--- src/rtl/dff_share_arb_if.sv ---
// Requester-side bundle for dff_share_arb: request/data in, grant/done/shared value out.
// DFF_ARB_PARITY_EN adds out_par alongside out.
interface dff_share_arb_if #(
    parameter int SIZE = 5,
    parameter int NREQ = 4
);
    logic [NREQ-1:0]      req;
    logic [NREQ*SIZE-1:0] din;
    logic [NREQ-1:0]      gnt;
    logic [NREQ-1:0]      done;
    logic [SIZE-1:0]      out;
    logic                 busy;
`ifdef DFF_ARB_PARITY_EN
    logic                 out_par;

    modport master (output req, din, input gnt, done, out, busy, out_par);
    modport slave  (input req, din, output gnt, done, out, busy, out_par);
`else
    modport master (output req, din, input gnt, done, out, busy);
    modport slave  (input req, din, output gnt, done, out, busy);
`endif
endinterface

--- src/rtl/dff_share_arb.sv ---
// Round-robin arbiter feeding one shared delayed-write register; commit DELAY cycles after grant,
// requesters hold req until their done pulse. DFF_ARB_PARITY_EN adds registered even parity of out.
module dff_share_arb #(
    parameter int SIZE  = 5,
    parameter int NREQ  = 4,
    parameter int DELAY = 1
) (
    input  logic            clk,
    input  logic            rst,
    dff_share_arb_if.slave  bus
);
    localparam int LW = $clog2(NREQ);
    localparam int CW = $clog2(DELAY) + 1;

    typedef enum logic {ST_IDLE, ST_WAIT} state_t;

    state_t            r_state;
    logic [NREQ-1:0]   r_gnt;
    logic [NREQ-1:0]   r_done;
    logic [SIZE-1:0]   r_out;
    logic [SIZE-1:0]   r_data;
    logic              r_busy;
    logic [CW-1:0]     r_count;
    logic [LW-1:0]     r_last;
`ifdef DFF_ARB_PARITY_EN
    logic              r_out_par;
`endif

    logic [NREQ-1:0]   w_eff;
    logic [2*NREQ-1:0] w_dbl;
    logic [NREQ-1:0]   w_rot;
    logic [LW:0]       w_sh;
    logic [LW:0]       w_sum;
    logic [LW-1:0]     w_off;
    logic [LW-1:0]     w_sel;
    logic              w_found;
    logic [NREQ-1:0]   w_oh;
    logic [SIZE-1:0]   w_din_sel;

    // Masking with the registered done stops a requester being re-granted while it drops req.
    assign w_eff   = bus.req & ~r_done;
    assign w_dbl   = {w_eff, w_eff};
    assign w_sh    = {1'b0, r_last} + (LW+1)'(1);
    assign w_rot   = NREQ'(w_dbl >> w_sh);
    assign w_found = |w_rot;

    always_comb begin
        w_off = '0;
        for (int j = NREQ - 1; j >= 0; j--) begin
            if (w_rot[j]) begin
                w_off = LW'(j);
            end
        end
    end

    // Rotated offset back to an absolute requester index, modulo NREQ.
    assign w_sum = w_sh + {1'b0, w_off};
    assign w_sel = (w_sum >= (LW+1)'(NREQ)) ? LW'(w_sum - (LW+1)'(NREQ)) : LW'(w_sum);
    assign w_oh  = {{(NREQ-1){1'b0}}, 1'b1} << w_sel;

    always_comb begin
        w_din_sel = '0;
        for (int k = 0; k < NREQ; k++) begin
            if (w_sel == LW'(k)) begin
                w_din_sel = bus.din[k*SIZE +: SIZE];
            end
        end
    end

    always_ff @(posedge clk) begin
        if (rst) begin
            r_state   <= ST_IDLE;
            r_gnt     <= '0;
            r_done    <= '0;
            r_out     <= '0;
            r_data    <= '0;
            r_busy    <= 1'b0;
            r_count   <= '0;
            r_last    <= LW'(NREQ - 1);
`ifdef DFF_ARB_PARITY_EN
            r_out_par <= 1'b0;
`endif
        end else begin
            r_done <= '0;
            case (r_state)
                ST_IDLE: begin
                    if (w_found) begin
                        r_gnt   <= w_oh;
                        r_data  <= w_din_sel;
                        r_count <= CW'(DELAY - 1);
                        r_last  <= w_sel;
                        r_busy  <= 1'b1;
                        r_state <= ST_WAIT;
                    end
                end
                ST_WAIT: begin
                    if (r_count != '0) begin
                        r_count <= r_count - CW'(1);
                    end else begin
                        r_out     <= r_data;
`ifdef DFF_ARB_PARITY_EN
                        r_out_par <= ^r_data;
`endif
                        r_done    <= r_gnt;
                        r_gnt     <= '0;
                        r_busy    <= 1'b0;
                        r_state   <= ST_IDLE;
                    end
                end
                default: r_state <= ST_IDLE;
            endcase
        end
    end

    assign bus.gnt  = r_gnt;
    assign bus.done = r_done;
    assign bus.out  = r_out;
    assign bus.busy = r_busy;
`ifdef DFF_ARB_PARITY_EN
    assign bus.out_par = r_out_par;
`endif
endmodule

--- src/flat_wrapper.sv ---
// flat-port wrapper written by rule: the top's interface ports become plain ports
module dff_share_arb_flat 
#(
    parameter int SIZE  = 5,
    parameter int NREQ  = 4,
    parameter int DELAY = 1
)
  (clk, rst, bus_req, bus_din, bus_gnt, bus_done, bus_out, bus_busy);
  dff_share_arb_if #(.SIZE(SIZE), .NREQ(NREQ)) bus_i ();
  input  logic clk;
  input  logic rst;
  input wire logic [$bits(bus_i.req)-1:0] bus_req;
  input wire logic [$bits(bus_i.din)-1:0] bus_din;
  output wire logic [$bits(bus_i.gnt)-1:0] bus_gnt;
  output wire logic [$bits(bus_i.done)-1:0] bus_done;
  output wire logic [$bits(bus_i.out)-1:0] bus_out;
  output wire logic [$bits(bus_i.busy)-1:0] bus_busy;
  assign bus_i.req = bus_req;
  assign bus_i.din = bus_din;
  assign bus_gnt = bus_i.gnt;
  assign bus_done = bus_i.done;
  assign bus_out = bus_i.out;
  assign bus_busy = bus_i.busy;
  dff_share_arb #(.SIZE(SIZE), .NREQ(NREQ), .DELAY(DELAY)) u_core (.clk(clk), .rst(rst), .bus(bus_i));
endmodule
--- config.mk ---
export PLATFORM = sky130hd
export DESIGN_NAME = dff_share_arb_flat
export DESIGN_NICKNAME = d
export VERILOG_FILES = /design/src/rtl/dff_share_arb_if.sv /design/src/rtl/dff_share_arb.sv /design/src/flat_wrapper.sv
export SDC_FILE = /design/constraint.sdc
export NUM_CORES = 1
export LEC_CHECK = 0
export ABC_CLOCK_PERIOD_IN_PS = 2900
export CAP_MARGIN = 20
export CORE_ASPECT_RATIO = 0.6
export CORE_MARGIN = 2
export CORE_UTILIZATION = 41
export CTS_CLUSTER_SIZE = 16
export DETAILED_ROUTE_END_ITERATION = 7
export GPL_ROUTABILITY_DRIVEN = 0
export MAX_ROUTING_LAYER = met4
export PLACE_DENSITY = 0.84
export SLEW_MARGIN = 20
export SYNTH_ARGS = -nofsm -noshare
export SYNTH_HDL_FRONTEND = slang
export SYNTH_SLANG_ARGS = --single-unit
--- constraint.sdc ---
create_clock -name clk -period 2.9 [get_ports clk]
set_clock_uncertainty 0.15 [all_clocks]
set_input_delay 0.58 -clock clk [delete_from_list [all_inputs] [get_ports clk]]
set_output_delay 0.58 -clock clk [all_outputs]
set_load 0.02 [all_outputs]
==> impl_metrics.ini <==
[synth]
synthCells = 159
netlist.area_leader.share_pct = 35.24
yosys.cell_types.count = 37
syn-num-nets = 186
post_synth.cell_area_avg_um2 = 7.861
synth_seq_area_share_pct = 35.24
synth.largest_area_cell = dfxtp_1
syn-cell-area_um2 = 1250
number_of_register_bits_inferred_by_synthesis = 22
yosysWarningCount = 0
synthTopCellsByArea = dfxtp_1 35%, nor2_1 6.9%, o21ai_0 6.4%

[layout]
n_antenna_cell = 0
area_delta_synth_final_pct = 53.75
layout_filler_cell_count = 243
drive_gt1_share_pct = 20.47
postLayoutCoreUtil_pct = 66.49
num-nets-final = 243

[critical_path]
cp_launch_point = bus_req[3]
worstReg2RegEnd = u_core.r_data[2]
timing_worst_setup_path_type = input pin to flip-flop
timing.critical_path.slowest_stage_cell = or3_4
timing.critical_path.cells = dlygate4sd2_1 > nand2b_1 > nor2_1 > nor2_2 > nand2_1 > a221oi_2 > a31oi_1 > ha_2 > or3_4 > a32o_2 > o2111ai_2 > nand3_1
crit_path_max_fanout = 5
buf_inv_stages_crit_path = 1
cp_data_required_time_ps = 2910
timing.critical_path.depth = 12
cell_family_with_most_cp_delay = simple AND/OR/NAND/NOR gates
arrival_ps = 2780
cp-end-kind = flip-flop
reg2reg_setup_slack_ps = 200
startpoint_type = input pin
endpoint = u_core.r_data[0]
timing.critical_path.slowest_cell_delay_ps = 400
critical_path.reg2reg.startpoint = u_core.r_last[0]
depth_of_the_worst_register_to_register_path = 13

[timing]
setup_total_negative_slack_ps = 0
fin_crit_sh_pct = 95.47
min_period_ps = 2769
slew_violations = 0
hold_viol = 0
worst-slew-pin-transition_ps = 532.6
final-setup-viol-count = 0
timing.max_slew.rel_slack_pct = 64.45
maximum_clock_frequency_mhz = 361.2

[run]
max_cap_viol_count = 0

[routing]
vias = 1368
drt_drc_violations_left = 0
postRouteWirelength_um = 3528
drt_via_density = 5.323
dr.pass1.iters = 4
wl_per_cell_um = 13.73
drtAntennaViolNets = 0
initialDrtViolationCount = 197

[clock_network]
clkSinkCount = 22
tritoncts = yes
insertion_delay_of_the_later_clocked_pin_in_the_worst_skew_pair_ps = 260
cts-htree-levels = 1
cts.clk_slew.worst_paths_ps = 80
clock_tree.buffer_depth = 2
cts_hold_buffers = 0
cts-buffers-inserted = 3
ctsRootBufferMaster = clkbuf_8

[pwr]
cellLeakagePower_nw = 0.7888
ratio_of_total_power_to_cell_area_nw_per_um2 = 842.2
peakVddDrop_v = 0.0005034

[grt]
grt_pass1_vias = 1168
grt_use_total_pct = 21.59
gr-usage-met2_pct = 31.65
peak_usage_layer_in_the_global_routing_report = met2
grt_pass1_wl_um = 5354
final_global_route_overflow_total = 0
met3_usage_pct = 5.579
grt_antenna_before_repair = 0
grt_max_degree = 15
grt.met1_usage_pct = 29.43

[die]
rows = 15
floorplan.initialDensity_pct = 43.25
die_area_um2 = 3521
design.core.area_um2 = 2890
floorplan.die.height_um = 46.77
ioPinCount = 40
floorplan.die.width_um = 75.28

[placed_design]
post-dp-hpwl_um = 2581
numPortBuffers = 39

[status]
status = finished clean

[min_path]
worstHoldPathType = flip-flop to flip-flop
## worst reg2reg max path, stage by stage, from the launching register on
cell,delay (ps)
dfxtp_2,470
inv_1,140
nor2_1,150
nor2_2,70
o21ai_2,120
a221oi_2,70
a31oi_1,200
ha_2,240
buf_4,180
o21ai_0,130
buf_4,170
a32oi_2,300
nand4_1,150
nand3_1,100
## final cells by class
class                      instances  area, um2  area share (%)
clock buffer                       3      41.29           2.148
inverter                           5      18.77          0.9766
sequential                        22      441.7           22.98
multi-input combinational        123      782.0           40.69
clock inverter                     1      30.03           1.563
tap                               42      52.55           2.734
timing repair buffer              61      555.5           28.91
## worst min path at each step
stage | slack, ps | depth (start not counted) | startpoint | end
after floorplan | 310 | 2 | u_core.r_data[3] | u_core.r_data[3]
after global placement | 310 | 2 | u_core.bus.gnt[0] | u_core.bus.gnt[0]
after detailed placement | 310 | 2 | u_core.bus.gnt[0] | u_core.bus.gnt[0]
after CTS | 330 | 2 | u_core.bus.gnt[0] | u_core.bus.gnt[0]
after global routing | 350 | 2 | u_core.bus.gnt[3] | u_core.bus.gnt[3]
final | 330 | 2 | u_core.bus.gnt[2] | u_core.bus.gnt[2]
## repair_timing
item	CTS	global route
gates resized for setup	10	7
setup endpoints to repair	7	6
buffers inserted	5	0
hold endpoints to repair	0	0
pin swaps	11	9
## per-layer routing
metal | vias to the layer above | routed length [um]
li1 | 686 | -
met1 | 617 | 1661
met2 | 57 | 1579
met3 | 8 | 237
met4 | 0 | 49
met5 | - | 0
## per-stage QoR
stage | std cells | setup slack (ps) | power, mW | hold WS [ps] | instance area, um2
after floorplan | 159 | 1.344 | 0.9646 | 306.0 | 1251
after global placement | 248 | -304.5 | 1.234 | 308.5 | 1772
after detailed placement | 248 | -399.1 | 1.254 | 314.6 | 1772
after CTS | 257 | 13.86 | 1.587 | 326.4 | 1904
after global routing | 257 | -11.18 | 1.726 | 349.9 | 1922
final | 257 | 131.3 | 1.618 | 326.3 | 1922
## cells by family after synthesis
kind of cell / after synthesis / share of synthesized area (%)
buffers and inverters: 14 / 5.405
AOI/OAI and AO/OA: 37 / 20.62
DFF: 22 / 35.24
muxes: 7 / 5.606
and+or+nand+nor: 77 / 31.23
adders and majority gates: 2 / 1.902
## synthesized netlist by cell type
cell and instances:
nor2_1 23, dfxtp_1 22, nand2_1 16, o21ai_0 16, clkbuf_1 7, mux2i_1 7, nand3_1 7, a21oi_1 5
and2_1 5, nand4_1 5, and3_1 4, inv_1 4, nand2b_1 4, o2111ai_1 4, buf_6 2, nand3b_1 2
nor2b_1 2, nor3_1 2, o211ai_1 2, or2_2 2, or3_1 2, a21o_1 1, a221oi_1 1, a31o_2 1
a31oi_1 1, a32o_2 1, a32oi_1 1, a32oi_2 1, a41oi_1 1, clkinv_1 1, ha_1 1, maj3_2 1
nand2b_4 1, nand4b_1 1, o211a_4 1, o32ai_1 1, or3_4 1
## flip-flops by register name, indices dropped and copies added (netlist names)
name	flops
u_core.bus.busy	1
u_core.bus.done	4
u_core.bus.gnt	4
u_core.bus.out	5
u_core.r_data	5
u_core.r_last	2
u_core.r_state	1
## cells in the final DEF, fill, tap and decap left out, drive strengths merged, types with 2 or more instances in the layout
master,n
nand3b,2
clkbuf,3
nand2,16
nand2b,5
a32oi,2
nor3,2
inv,4
and3,4
nand4,5
and2,5
or2,2
o211ai,2
dlygate4sd2,2
nor2b,2
buf,22
o2111ai,4
clkdlybuf4s50,35
dfxtp,22
or3,3
a21oi,5
mux2i,7
nand3,7
o21ai,16
nor2,23
## where the power goes
part | switching (mW) | internal, mW | total, mW
clock | 0.104 | 0.184 | 0.288
sequential | 0.0750 | 0.378 | 0.453
combinational | 0.469 | 0.408 | 0.877
(Power assumes the default switching activity.)
